### config.mk
export PLATFORM = sky130hd
export DESIGN_NAME = mem_stage
export DESIGN_NICKNAME = d
export VERILOG_FILES = /design/src/rtl/sparcy_pkg.sv /design/src/rtl/mem_lane_align.sv /design/src/rtl/mem_stage.sv
export SDC_FILE = /design/constraint.sdc
export NUM_CORES = 1
export LEC_CHECK = 0
export CORE_MARGIN = 3
export CORE_UTILIZATION = 48
export CTS_CLUSTER_SIZE = 16
export DETAILED_ROUTE_END_ITERATION = 8
export PLACE_DENSITY = 0.86
export SLEW_MARGIN = 5
export SYNTH_ARGS = -nofsm -noshare
export SYNTH_HDL_FRONTEND = slang
export SYNTH_SLANG_ARGS = --single-unit
### constraint.sdc
create_clock -name clk -period 4.85 [get_ports clk]
set_input_delay 1.455 -clock clk [delete_from_list [all_inputs] [get_ports clk]]
set_output_delay 1.455 -clock clk [all_outputs]
set_load 0.01 [all_outputs]
### src/rtl/sparcy_pkg.sv
`default_nettype none
// ============================================================================
//  Module      : sparcy_pkg
//  Description : Shared definitions for the memory pipeline stage.
//                Holds the memory-format op3 encodings, the memory FSM state
//                enum, the access-size enum and small op3 decode helpers.
//  Revision    : 1.0 - initial release
// ============================================================================
package sparcy_pkg;

    // Format field value that selects the memory instruction format
    localparam logic [1:0] c_OP_MEM   = 2'b11;

    // Memory opcodes (op3 field)
    localparam logic [5:0] c_OP3_LD   = 6'b000000;
    localparam logic [5:0] c_OP3_LDUB = 6'b000001;
    localparam logic [5:0] c_OP3_LDUH = 6'b000010;
    localparam logic [5:0] c_OP3_LDSB = 6'b001001;
    localparam logic [5:0] c_OP3_LDSH = 6'b001010;
    localparam logic [5:0] c_OP3_ST   = 6'b000100;
    localparam logic [5:0] c_OP3_STB  = 6'b000101;
    localparam logic [5:0] c_OP3_STH  = 6'b000110;

    typedef enum logic [1:0] {
        IDLE = 2'd0,
        REQ  = 2'd1,
        WAIT = 2'd2
    } mem_state_t;

    typedef enum logic [1:0] {
        SZ_BYTE = 2'd0,
        SZ_HALF = 2'd1,
        SZ_WORD = 2'd2
    } mem_size_t;

    function automatic logic op3_is_mem(input logic [5:0] op3);
        case (op3)
            c_OP3_LD, c_OP3_LDUB, c_OP3_LDUH, c_OP3_LDSB, c_OP3_LDSH,
            c_OP3_ST, c_OP3_STB, c_OP3_STH: op3_is_mem = 1'b1;
            default:                        op3_is_mem = 1'b0;
        endcase
    endfunction

    function automatic logic op3_is_store(input logic [5:0] op3);
        case (op3)
            c_OP3_ST, c_OP3_STB, c_OP3_STH: op3_is_store = 1'b1;
            default:                        op3_is_store = 1'b0;
        endcase
    endfunction

    function automatic logic op3_is_signed(input logic [5:0] op3);
        case (op3)
            c_OP3_LDSB, c_OP3_LDSH: op3_is_signed = 1'b1;
            default:                op3_is_signed = 1'b0;
        endcase
    endfunction

    function automatic mem_size_t op3_size(input logic [5:0] op3);
        case (op3)
            c_OP3_LDUB, c_OP3_LDSB, c_OP3_STB: op3_size = SZ_BYTE;
            c_OP3_LDUH, c_OP3_LDSH, c_OP3_STH: op3_size = SZ_HALF;
            default:                           op3_size = SZ_WORD;
        endcase
    endfunction

endpackage
`default_nettype wire

### src/rtl/mem_lane_align.sv
`default_nettype none
// ============================================================================
//  Module      : mem_lane_align
//  Description : Combinational byte-lane steering for a 32-bit big-endian
//                data bus. Generates byte enables and lane-replicated store
//                data, and extracts/extends the addressed lane of load data.
//  Ports       : i_size     access size (byte/half/word)
//                i_addr_lo  low two address bits (already size-aligned)
//                i_signed   sign-extend the extracted load value
//                i_wdata    raw store data (value in the low bits)
//                i_rdata    raw 32-bit load data from memory
//                o_be       byte enables, bit3 = byte address 0
//                o_wdata    store data replicated across all lanes
//                o_rdata    extracted, zero/sign-extended load value
//  Revision    : 1.0 - initial release
// ============================================================================
module mem_lane_align
    import sparcy_pkg::*;
(
    input  mem_size_t   i_size,
    input  logic [1:0]  i_addr_lo,
    input  logic        i_signed,
    input  logic [31:0] i_wdata,
    input  logic [31:0] i_rdata,
    output logic [3:0]  o_be,
    output logic [31:0] o_wdata,
    output logic [31:0] o_rdata
);

    logic [7:0]  w_byte;
    logic [15:0] w_half;

    // Big-endian: byte address 0 lives in the most significant lane
    always_comb begin
        case (i_addr_lo)
            2'd0:    w_byte = i_rdata[31:24];
            2'd1:    w_byte = i_rdata[23:16];
            2'd2:    w_byte = i_rdata[15:8];
            default: w_byte = i_rdata[7:0];
        endcase
        w_half = i_addr_lo[1] ? i_rdata[15:0] : i_rdata[31:16];
    end

    always_comb begin
        o_be    = 4'b1111;
        o_wdata = i_wdata;
        o_rdata = i_rdata;
        case (i_size)
            SZ_BYTE: begin
                o_be    = 4'b1000 >> i_addr_lo;
                o_wdata = {4{i_wdata[7:0]}};
                o_rdata = {{24{i_signed & w_byte[7]}}, w_byte};
            end
            SZ_HALF: begin
                o_be    = i_addr_lo[1] ? 4'b0011 : 4'b1100;
                o_wdata = {2{i_wdata[15:0]}};
                o_rdata = {{16{i_signed & w_half[15]}}, w_half};
            end
            default: begin
                o_be    = 4'b1111;
                o_wdata = i_wdata;
                o_rdata = i_rdata;
            end
        endcase
    end

endmodule
`default_nettype wire

### src/rtl/mem_stage.sv
`default_nettype none
// ============================================================================
//  Module      : mem_stage
//  Description : Memory pipeline stage. Non-memory instructions pass to the
//                write-back register with one cycle of latency. Memory ops
//                are latched and run through an IDLE/REQ/WAIT handshake on
//                the data-memory port while the upstream register is stalled.
//  Build macro : MEM_ALIGN_TRAP_EN - when defined, misaligned half/word
//                accesses issue no request and pulse the trap output; when
//                undefined, the trap port is absent and the offending low
//                address bits are forced to zero.
//  Ports       : clk, reset          clock, synchronous active-high reset
//                in_*                instruction from execute/memory register
//                stall               hold the upstream register
//                dmem_*              data-memory request/response port
//                out_*               result to the write-back register
//                trap                misaligned-access pulse (macro builds)
//  Revision    : 1.0 - initial release
// ============================================================================
module mem_stage
    import sparcy_pkg::*;
#(
    parameter int DATA_W = 32,
    parameter int ADDR_W = 32
)
(
    input  logic              clk,
    input  logic              reset,
    input  logic              in_valid,
    input  logic [1:0]        in_op,
    input  logic [5:0]        in_op3,
    input  logic [DATA_W-1:0] in_alures,
    input  logic [DATA_W-1:0] in_valD,
    input  logic [4:0]        in_regD,
    input  logic              in_wen,
    output logic              stall,
    output logic              dmem_req,
    output logic              dmem_we,
    output logic [ADDR_W-1:0] dmem_addr,
    output logic [3:0]        dmem_be,
    output logic [DATA_W-1:0] dmem_wdata,
    input  logic              dmem_gnt,
    input  logic              dmem_rvalid,
    input  logic [DATA_W-1:0] dmem_rdata,
    output logic              out_valid,
    output logic [4:0]        out_regD,
    output logic              out_wen,
    output logic [DATA_W-1:0] out_wbdata
`ifdef MEM_ALIGN_TRAP_EN
    ,
    output logic              trap
`endif
);

    mem_state_t        r_state_q, w_state_d;

    // Latched memory instruction
    logic [ADDR_W-1:0] r_addr_q,  w_addr_d;
    logic [DATA_W-1:0] r_wdata_q, w_wdata_d;
    logic [5:0]        r_op3_q,   w_op3_d;
    logic [4:0]        r_regD_q,  w_regD_d;
    logic              r_wen_q,   w_wen_d;

    // Write-back register
    logic              r_out_valid_q,  w_out_valid_d;
    logic [4:0]        r_out_regD_q,   w_out_regD_d;
    logic              r_out_wen_q,    w_out_wen_d;
    logic [DATA_W-1:0] r_out_wbdata_q, w_out_wbdata_d;
`ifdef MEM_ALIGN_TRAP_EN
    logic              r_trap_q,       w_trap_d;
    logic              w_misalign;
`endif

    logic              w_in_is_mem;
    logic              w_accept_mem;
    mem_size_t         w_in_size;
    logic [ADDR_W-1:0] w_in_addr;
    logic              w_held_store;
    logic [3:0]        w_lane_be;
    logic [DATA_W-1:0] w_lane_wdata;
    logic [DATA_W-1:0] w_lane_rdata;

    // ------------------------------------------------------------------
    // Incoming instruction decode
    // ------------------------------------------------------------------
    assign w_in_is_mem = in_valid && (in_op == c_OP_MEM) && op3_is_mem(in_op3);
    assign w_in_size   = op3_size(in_op3);

    always_comb begin
        w_in_addr = in_alures[ADDR_W-1:0];
`ifndef MEM_ALIGN_TRAP_EN
        // Without trapping, a misaligned access is silently rounded down
        if (w_in_size == SZ_HALF) begin
            w_in_addr[0] = 1'b0;
        end else if (w_in_size == SZ_WORD) begin
            w_in_addr[1:0] = 2'b00;
        end
`endif
    end

`ifdef MEM_ALIGN_TRAP_EN
    assign w_misalign   = ((w_in_size == SZ_HALF) && in_alures[0]) ||
                          ((w_in_size == SZ_WORD) && (in_alures[1:0] != 2'b00));
    assign w_accept_mem = w_in_is_mem && !w_misalign;
`else
    assign w_accept_mem = w_in_is_mem;
`endif

    assign w_held_store = op3_is_store(r_op3_q);

    // Steering works on the latched instruction so bus signals stay stable
    // for the whole request phase.
    mem_lane_align u_lane (
        .i_size    (op3_size(r_op3_q)),
        .i_addr_lo (r_addr_q[1:0]),
        .i_signed  (op3_is_signed(r_op3_q)),
        .i_wdata   (r_wdata_q),
        .i_rdata   (dmem_rdata),
        .o_be      (w_lane_be),
        .o_wdata   (w_lane_wdata),
        .o_rdata   (w_lane_rdata)
    );

    // ------------------------------------------------------------------
    // State and datapath registers
    // ------------------------------------------------------------------
    always_ff @(posedge clk) begin
        if (reset) begin
            r_state_q      <= IDLE;
            r_addr_q       <= '0;
            r_wdata_q      <= '0;
            r_op3_q        <= '0;
            r_regD_q       <= '0;
            r_wen_q        <= 1'b0;
            r_out_valid_q  <= 1'b0;
            r_out_regD_q   <= '0;
            r_out_wen_q    <= 1'b0;
            r_out_wbdata_q <= '0;
`ifdef MEM_ALIGN_TRAP_EN
            r_trap_q       <= 1'b0;
`endif
        end else begin
            r_state_q      <= w_state_d;
            r_addr_q       <= w_addr_d;
            r_wdata_q      <= w_wdata_d;
            r_op3_q        <= w_op3_d;
            r_regD_q       <= w_regD_d;
            r_wen_q        <= w_wen_d;
            r_out_valid_q  <= w_out_valid_d;
            r_out_regD_q   <= w_out_regD_d;
            r_out_wen_q    <= w_out_wen_d;
            r_out_wbdata_q <= w_out_wbdata_d;
`ifdef MEM_ALIGN_TRAP_EN
            r_trap_q       <= w_trap_d;
`endif
        end
    end

    // ------------------------------------------------------------------
    // Next-state logic
    // ------------------------------------------------------------------
    always_comb begin
        w_state_d = r_state_q;
        case (r_state_q)
            IDLE: if (w_accept_mem) w_state_d = REQ;
            REQ:  if (dmem_gnt)     w_state_d = w_held_store ? IDLE : WAIT;
            WAIT: if (dmem_rvalid)  w_state_d = IDLE;
            default:                w_state_d = IDLE;
        endcase
    end

    // ------------------------------------------------------------------
    // Outputs and datapath next values
    // ------------------------------------------------------------------
    always_comb begin
        stall          = 1'b0;
        dmem_req       = 1'b0;
        dmem_we        = 1'b0;
        dmem_addr      = '0;
        dmem_be        = 4'b0000;
        dmem_wdata     = '0;
        w_addr_d       = r_addr_q;
        w_wdata_d      = r_wdata_q;
        w_op3_d        = r_op3_q;
        w_regD_d       = r_regD_q;
        w_wen_d        = r_wen_q;
        w_out_valid_d  = 1'b0;
        w_out_wen_d    = 1'b0;
        w_out_regD_d   = r_out_regD_q;
        w_out_wbdata_d = r_out_wbdata_q;
`ifdef MEM_ALIGN_TRAP_EN
        w_trap_d       = 1'b0;
`endif
        case (r_state_q)
            IDLE: begin
                if (w_accept_mem) begin
                    stall     = 1'b1;
                    w_addr_d  = w_in_addr;
                    w_wdata_d = in_valD;
                    w_op3_d   = in_op3;
                    w_regD_d  = in_regD;
                    w_wen_d   = in_wen;
                end
`ifdef MEM_ALIGN_TRAP_EN
                else if (w_in_is_mem) begin
                    // Misaligned: retire immediately without touching memory
                    w_out_valid_d = 1'b1;
                    w_out_regD_d  = in_regD;
                    w_trap_d      = 1'b1;
                end
`endif
                else if (in_valid) begin
                    w_out_valid_d  = 1'b1;
                    w_out_regD_d   = in_regD;
                    w_out_wen_d    = in_wen;
                    w_out_wbdata_d = in_alures;
                end
            end
            REQ: begin
                dmem_req   = 1'b1;
                dmem_we    = w_held_store;
                dmem_addr  = {r_addr_q[ADDR_W-1:2], 2'b00};
                dmem_be    = w_lane_be;
                dmem_wdata = w_lane_wdata;
                // A granted store finishes here, so upstream may advance
                stall      = !(dmem_gnt && w_held_store);
                if (dmem_gnt && w_held_store) begin
                    w_out_valid_d = 1'b1;
                    w_out_regD_d  = r_regD_q;
                end
            end
            WAIT: begin
                stall = !dmem_rvalid;
                if (dmem_rvalid) begin
                    w_out_valid_d  = 1'b1;
                    w_out_regD_d   = r_regD_q;
                    w_out_wen_d    = r_wen_q;
                    w_out_wbdata_d = w_lane_rdata;
                end
            end
            default: begin
                stall = 1'b0;
            end
        endcase
        // Combinational outputs read zero while reset is held
        if (reset) begin
            stall      = 1'b0;
            dmem_req   = 1'b0;
            dmem_we    = 1'b0;
            dmem_addr  = '0;
            dmem_be    = 4'b0000;
            dmem_wdata = '0;
        end
    end

    assign out_valid  = r_out_valid_q;
    assign out_regD   = r_out_regD_q;
    assign out_wen    = r_out_wen_q;
    assign out_wbdata = r_out_wbdata_q;
`ifdef MEM_ALIGN_TRAP_EN
    assign trap       = r_trap_q;
`endif

endmodule
`default_nettype wire

* Word level (Yosys, flattened, before mapping)
Memory sizes are Yosys's and may differ from the RTL's.
Cells that the tools add are included.
** Word-level totals
- Register bits after elaboration :: 117
- Bits of input ports :: 115
- Memories :: 1
- Logic and storage cells :: 112
- Output and inout port bits :: 110
- Memory bits (read-only) :: 16
** Cells by class
- Bitwise gates (word level) :: 2
- Reduce and logical (&&, ||, !) cells :: 21
- Shift-type cells :: 1
- Equal/unequal tests :: 27
- Mux-type cells :: 50
** Memory list
- (name not given) :: depth 16, bits a word 1, rd ports 1, clocked after Yosys merged registers in 0, write ports 0, line sparcy_pkg.sv:37 : case (op3)
** Operators by type and width (number)
- 32-bit 2-to-1 mux :: 7
- 32-bit case mux with 2 select lines :: 3
- 6-bit by 3-bit == test with 1-bit output, second input constant :: 5
- 6-bit by 4-bit == test with 1-bit output, second input constant :: 4
- 8-bit case mux with 3 select lines :: 1
- 5-bit 2-to-1 mux :: 4
- 1-bit 2-to-1 mux :: 18
- 16-bit 2-to-1 mux :: 1
- 5-bit case mux with 3 select lines :: 1
- 3-bit OR reduction :: 5
- 6-bit by 1-bit == test with 1-bit output, second input constant :: 2
- 6-bit by 2-bit == test with 1-bit output, second input constant :: 2
- 4-bit 2-to-1 mux :: 3
- 2-bit != test, second input constant :: 6
- 2-bit 2-to-1 mux :: 5
- 2-bit by 1-bit == test with 1-bit output, second input constant :: 4
- 2-bit == test, second input constant :: 4
- 2-bit logical NOT :: 4
- 2-bit case mux with 2 select lines :: 2
- 4-bit case mux with 2 select lines :: 1
- 1-bit case mux with 3 select lines :: 2
- 2-bit case mux with 3 select lines :: 1
- 5-bit AND reduction :: 1
- 4-bit AND reduction :: 1
- other kinds (10) :: 14

* Longest topological paths before layout
Gate-level depths: netlist (run 1).
- Word-level depth :: 7
- Mapped depth :: 10
- Mapped depth without buffers :: 7

* Modules after synthesis
A second synthesis (run 1) with hierarchy kept.
** Second synthesis, totals
- Cell total of the unflattened synthesis :: 808
- Area, all modules :: 6339.8 µm²
** By module, submodules not included
- mem_stage :: instances 1, seq. area each 2342.2 µm², cells each 640, area each 5182.5 µm²
- mem_lane_align :: instances 1, seq. area each 0.0 µm², cells each 168, area each 1157.4 µm²

* Least setup slack after synthesis (run 1)
OpenSTA, ideal clock, no wires.
- Kind :: input to output
- From :: input port in_op3[0]
- To :: output port stall
- Setup slack :: 0.599 ns
- Data arrival time :: 2.796 ns
- Buffers on the path :: 1
- Cell stages on the path :: 6
- Required time :: 3.395 ns
- Path through :: inv_1 ha_1 nor3b_1 o2111ai_1 clkbuf_1 a311oi_1
** Between the ends
- Cells in the longest elaborated chain, start to end :: 6
** RTL lines
- start: declaration :: line mem_stage.sv:31 : input logic [5:0] in_op3,
- memory read 16 x 1 bit
- 1-bit 2-to-1 mux :: line sparcy_pkg.sv:37
- 1-bit logical AND :: line mem_stage.sv:86 : assign w_in_is_mem = in_valid && (in_op == c_OP_MEM) && op3_is_mem(in_op3);
- 1-bit 2-to-1 mux :: line mem_stage.sv:196 : if (w_accept_mem) begin
- 1-bit case mux with 3 select lines :: line mem_stage.sv:194 : case (r_state_q)
- 1-bit 2-to-1 mux :: line mem_stage.sv:246 : if (reset) begin
- end: declaration :: line mem_stage.sv:36 : output logic stall,
Every way passes these cells.

* Final worst setup path (run 1)
Same ends and word-level chain as after synthesis.

==> impl_metrics.csv, run 1 <==
group,metric,value,unit
run_status,status,"complete, no violations",
grt,antenna_found_initial,0,
critical_path,path_cells,"clkdlybuf4s50_1, inv_1, ha_1, nor3b_4, o2111ai_4, a311oi_1, dlygate4sd2_1",
die,die_h,116.9,um
run,maxCapViolations,0,
finish,antenna_cells,0,
critical_path,cp.buffers_inverters,3,
power,p_leak,0.003159,uW
drt,drcViolationCount,0,
critical_path,startpoint_type,"input pin",
sta,min_period,4.724,ns
grt,grt_max_degree,77,
place,placed_cell_area,8208,sq um
hold_path,min-delay-path-class,"register to register",
die,core_area,11710,sq um
drt,first_pass_iters,8,
finish,syn2layout_area_growth,48.48,%
finish,stdcell_count,1142,
sta,finalClockSkew,0.005623,ns
sta,finalMaxSlewViolations,0,
finish,finalNetCount,1111,
logic_synthesis,synth.area.top_cells,"dfxtp_1 (40%), nand2_1 (13%), a21oi_1 (8.7%)",
critical_path,crit_required,3.39,ns
drt,dr.first_iter.drc_count,752,
critical_path,critical-path-top-delay-family,"buffers and inverters",
logic_synthesis,synth_edf_count,0,
drt,viasPerCell,5.687,
critical_path,crit_arrival,3.27,ns
place,gp_congestion,0.9564,
logic_synthesis,ys_warn_count,0,
logic_synthesis,synthDominantCellAreaShare,39.70,%
power,power_density,279.4,nW/um^2
cts,cts_hold_buf,0,
critical_path,slowest_stage,"clkdlybuf4s50_1",
critical_path,max_stage_delay,0.48,ns
die,die_area,13660,sq um
cts,path_clk_slew,0.05,ns
die,initial_core_util,50.37,%
sta,slew_headroom,45.94,%
die,die_w,116.9,um
critical_path,critical_path.max_fanout,2,
logic_synthesis,netlist_area,5899,sq um
critical_path,critical_path.startpoint,"in_op3[0]",
finish,final_area,8760,sq um
sta,finalCritPeriodShare,97.39,%
critical_path,crit_type,"input pin to primary output",
logic_synthesis,ys_types,52,
drt,routedWlPerCell,18.05,um
logic_synthesis,yosys.area.top_type,"dfxtp_1",
drt,wl,20610,um
die,rows,39,
grt,grt_pass1_vias,6068,
place,dp_hpwl,14520,um
sta,finalSetupTns,0,ns
place,port-buffer-count,222,
sta,rsz0062_at_grt,"no",
logic_synthesis,async_flop_share,0,%
hold_path,holdCritStartpoint,"r_addr_q[22]",
cts,ctsResizeCount,3,
cts,numCtsBuffers,17,
sta,tightest_slew,0.8110,ns
grt,grt_pass1_wl,31390,um
cts,clockRootBuffer,"clkbuf_16",
critical_path,r2r_start,"r_op3_q[3]",
logic_synthesis,synth_ff_type,"dfxtp_1",
drt,num_vias,6495,
finish,drive_gt1_share,7.007,%
critical_path,cp-end-kind,"primary output",
logic_synthesis,yosysSeqAreaShare,39.70,%
die,ios,225,
cts,clock_sinks,117,
grt,globalRouteOverflowTotal,0,
logic_synthesis,synth-seq-cells,117,
sta,hold_violations,0,
power,ir_drop,0.2577,mV
drt,drtAntennaViolNets,0,
cts,cts_tree,"done",
place,placed_cells,1113,
logic_synthesis,syn_area_per_cell,7.458,sq um
grt,grt_util_all_layers,29.77,%
cts,clk_latency,0.42,ns
cts,cts_max_level,4,
logic_synthesis,synth_cells,791,
cts,cts.path.max_buffers,2,
sta,max_freq,211.7,MHz
cts,cts_setup_buffers,0,
sta,finalSetupViolCount,0,
==> cell usage after synthesis, types with 3 or more instances <==
cell / number
nor2b_1: 4
mux2_2: 7
ha_1: 7
buf_1: 5
buf_6: 3
a21oi_1: 103
nand2_1: 200
a221oi_1: 15
a2111oi_0: 8
o21a_1: 16
nor3_1: 11
o22ai_1: 8
nor3b_1: 3
nand3b_1: 7
o41ai_2: 5
nand3_1: 5
o21ai_0: 38
mux2i_1: 5
nor2_1: 43
clkbuf_1: 54
and2_1: 39
inv_1: 32
buf_4: 3
o221ai_1: 16
dfxtp_1: 117
==> report_power, final <==
group / switching, uW / internal [uW]
clock: 413 / 743
combinational: 125 / 161
sequential: 15.6 / 990
total: 554 / 1890
==> state kept, by name, indices dropped and copies added (netlist names), 2 cells and up <==
register / flops
r_regD_q: 5
out_wbdata: 32
r_wdata_q: 32
r_addr_q: 32
out_regD: 5
r_op3_q: 6
r_state_q: 2
==> placed cells by master, fill, tap and decap left out, types with 6 or more instances in the layout <==
cell type / n
buf_4: 24
o22ai_1: 8
dfxtp_1: 117
o21ai_0: 38
nor2_1: 43
nand3b_1: 7
o221ai_1: 16
inv_1: 32
a221oi_1: 15
clkdlybuf4s50_1: 220
nand2_1: 200
ha_1: 6
mux2_2: 7
and2_1: 40
nor3_1: 11
clkbuf_16: 17
o21a_1: 16
a2111oi_0: 8
a21oi_1: 103
==> layer usage <==
| layer | global-route usage (%) | share of wire (%) | up-vias |
|---|---|---|---|
| met5 | 0 | 0 | - |
| met4 | 16.44 | 5.3 | 0 |
| met3 | 7.918 | 8.4 | 76 |
| met2 | 45.96 | 46 | 314 |
| met1 | 37.85 | 40 | 2994 |
| li1 | - | - | 3111 |
==> logic make-up (layout without fill, tap and decap cells) <==
group	after synthesis	count (layout)	synth area share, %
XOR/XNOR	1	1	0.1485
AND/OR/NAND/NOR	326	326	24.58
flip-flops	117	117	39.70
AO/OA/AOI/OAI	227	227	24.54
buffers and inverters	99	306	6.914
other	1	2	0.06357
multiplexers	13	13	2.566
adder cells (fa/ha/maj)	7	7	1.485
==> final cells by class <==
cell class / instances / area (sq um)
multi-input cells: 576 / 3186
fillers: 906 / 2952
repair buffers: 245 / 2391
flip-flops and latches: 117 / 2342
clock buffers: 24 / 491.7
well taps: 143 / 178.9
inverters: 32 / 120.1
clock inverters: 5 / 50.05
==> final timing paths <==
| kind | slack [ns] | cells after the start | endpoint |
|---|---|---|---|
| setup / recovery | 0.13 | 7 | stall |
| hold / removal | 0.45 | 2 | r_addr_q[22] |
| setup reg to reg | 1.94 | 7 | out_wbdata[7] |
| hold reg to reg | 0.45 | 2 | r_addr_q[22] |
==> stage by stage <==
stage	hold slack [ns]	power, uW	setup WS, ns	utilization, %
floorplan	0.4317	1127	0.5993	-
global placement	0.4374	1300	-0.2843	70.09
detailed placement	0.4429	1304	-0.3269	70.09
CTS	0.4498	2457	0.1144	74.80
global route	0.4765	2531	0.05674	74.80
finish	0.4484	2448	0.1264	74.80
==> worst register-to-register path: stages, from the launching register on <==
cell and delay [ns]:
dfxtp_1 0.34, a211oi_2 0.48, and2_1 0.73, buf_4 0.38
nand2_1 0.07, a2111oi_0 0.51, buf_4 0.21, nor4_1 0.04
Note: power is estimated with default switching activity, not from simulation.
==> inputs of run 2 (changes only) <==
CTS_BUF_LIST = sky130_fd_sc_hd__clkbuf_4 sky130_fd_sc_hd__clkbuf_8 sky130_fd_sc_hd__clkbuf_16   (was not set)
==> run 2 against run 1 <==
  * Worst hold slack about the same
  * Critical path depth unchanged
  * Non-clock buffer count unchanged
  * First-iteration DRC count up 2.8%
  * Via count up 0.20%
  * Sequential share of layout area about the same
  * Wire length down 0.43%
  * Final area up 0.13%
  * Sequential power about the same
  * Setup slack better by 0.0038 ns
  * Fmax about the same
  * Largest power group unchanged
  * Highest routed layer unchanged
==> impl_metrics.csv, run 2 (synthesis results as in run 1) <==
group,metric,value,unit
run_status,status,"complete, no violations",
place,placed_cell_area,8208,sq um
die,rows,39,
critical_path,max_stage_delay,0.48,ns
cts,path_clk_slew,0.05,ns
drt,dr.first_iter.drc_count,773,
grt,globalRouteOverflowTotal,0,
grt,grt_util_all_layers,29.76,%
critical_path,path_cells,"clkdlybuf4s50_1, inv_1, ha_1, nor3b_4, o2111ai_4, a311oi_1, dlygate4sd2_1",
finish,final_common_cell,"clkdlybuf4s50_1",
drt,drcViolationCount,0,
power,power_density,280.9,nW/um^2
critical_path,crit_type,"input pin to primary output",
run,maxCapViolations,0,
place,gp_congestion,0.9564,
die,die_area,13660,sq um
cts,numCtsBuffers,17,
critical_path,critical_path.max_fanout,2,
critical_path,crit_required,3.39,ns
drt,viasPerCell,5.699,
die,initial_core_util,50.37,%
finish,finalNetCount,1111,
finish,drive_gt1_share,7.307,%
die,die_h,116.9,um
place,port-buffer-count,222,
grt,grt_pass1_wl,31400,um
sta,finalSetupTns,0,ns
power,ir_drop,0.2272,mV
cts,cts_tree,"done",
finish,final_area,8771,sq um
drt,drtAntennaViolNets,0,
sta,slew_headroom,45.76,%
sta,rsz0062_at_grt,"no",
sta,max_freq,211.9,MHz
drt,first_pass_iters,5,
finish,syn2layout_area_growth,48.67,%
die,die_w,116.9,um
grt,grt_max_degree,77,
cts,cts_max_level,4,
power,p_leak,0.003169,uW
place,dp_hpwl,14520,um
die,ios,225,
sta,finalSetupViolCount,0,
die,core_area,11710,sq um
critical_path,slowest_stage,"clkdlybuf4s50_1",
drt,num_vias,6508,
cts,cts.path.max_buffers,2,
hold_path,min-delay-path-class,"register to register",
drt,wl,20520,um
grt,grt_pass1_vias,6074,
sta,finalMaxSlewViolations,0,
sta,finalClockSkew,0.005868,ns
critical_path,cp-end-kind,"primary output",
finish,final_cell_mix,"clkdlybuf4s50_1 (220), nand2_1 (200), dfxtp_1 (117)",
sta,hold_violations,0,
cts,cts_hold_buf,0,
critical_path,crit_arrival,3.26,ns
drt,routedWlPerCell,17.97,um
finish,antenna_cells,0,
cts,clock_sinks,117,
finish,fin_util,74.89,%
critical_path,startpoint_type,"input pin",
cts,ctsResizeCount,3,
cts,cts_setup_buffers,0,
cts,clockRootBuffer,"clkbuf_16",
sta,min_period,4.720,ns
cts,clk_latency,0.41,ns
sta,finalCritPeriodShare,97.32,%
sta,tightest_slew,0.8135,ns
grt,antenna_found_initial,0,
## run 2: per-stage QoR
stage	cells	total power [uW]	hold WS [ns]	setup WS (ns)
after floorplan	792	1127	0.4317	0.5993
after global placement	1113	1300	0.4374	-0.2843
after detailed placement	1113	1304	0.4429	-0.3269
after CTS	1142	2475	0.4498	0.1146
after global routing	1142	2543	0.4761	0.05736
final	1142	2464	0.4483	0.1302
## run 2: cell type report
class	instances	area [sq um]
Multi-Input combinational cell	576	3186
Sequential cell	117	2342
Clock inverter	5	50.05
Inverter	32	120.1
Tap cell	143	178.9
Clock buffer	24	503.0
Fill cell	915	2940
Timing Repair Buffer	245	2391
## run 2: final timing paths
check,startpoint,to,slack [ns],cells past startpoint
max,in_op3[0],stall,0.13,7
min,r_addr_q[22],r_addr_q[22],0.45,2
max reg2reg,r_op3_q[3],out_wbdata[7],1.93,7
min reg2reg,r_addr_q[22],r_addr_q[22],0.45,2
## run 2: critical path: cells and delay by family
family,cells,cell delay (ns)
AO/OA/AOI/OAI,2,0.41
adder cells (fa/ha/maj),1,0.31
buffers and inverters,3,0.84
AND/OR/NAND/NOR,1,0.25
## run 2: power breakdown
part           total, uW  switching [uW]  internal [uW]  leakage, uW
sequential          1010            15.7            990     0.000951
combinational        287             126            161      0.00194
clock               1170             411            761     0.000282
## run 2: per-layer routing
metal	part of all wire [%]	GRT usage [%]
met4	4.7	16.21
met5	0	0
met1	39	37.94
met2	47	46.15
met3	9.7	7.609
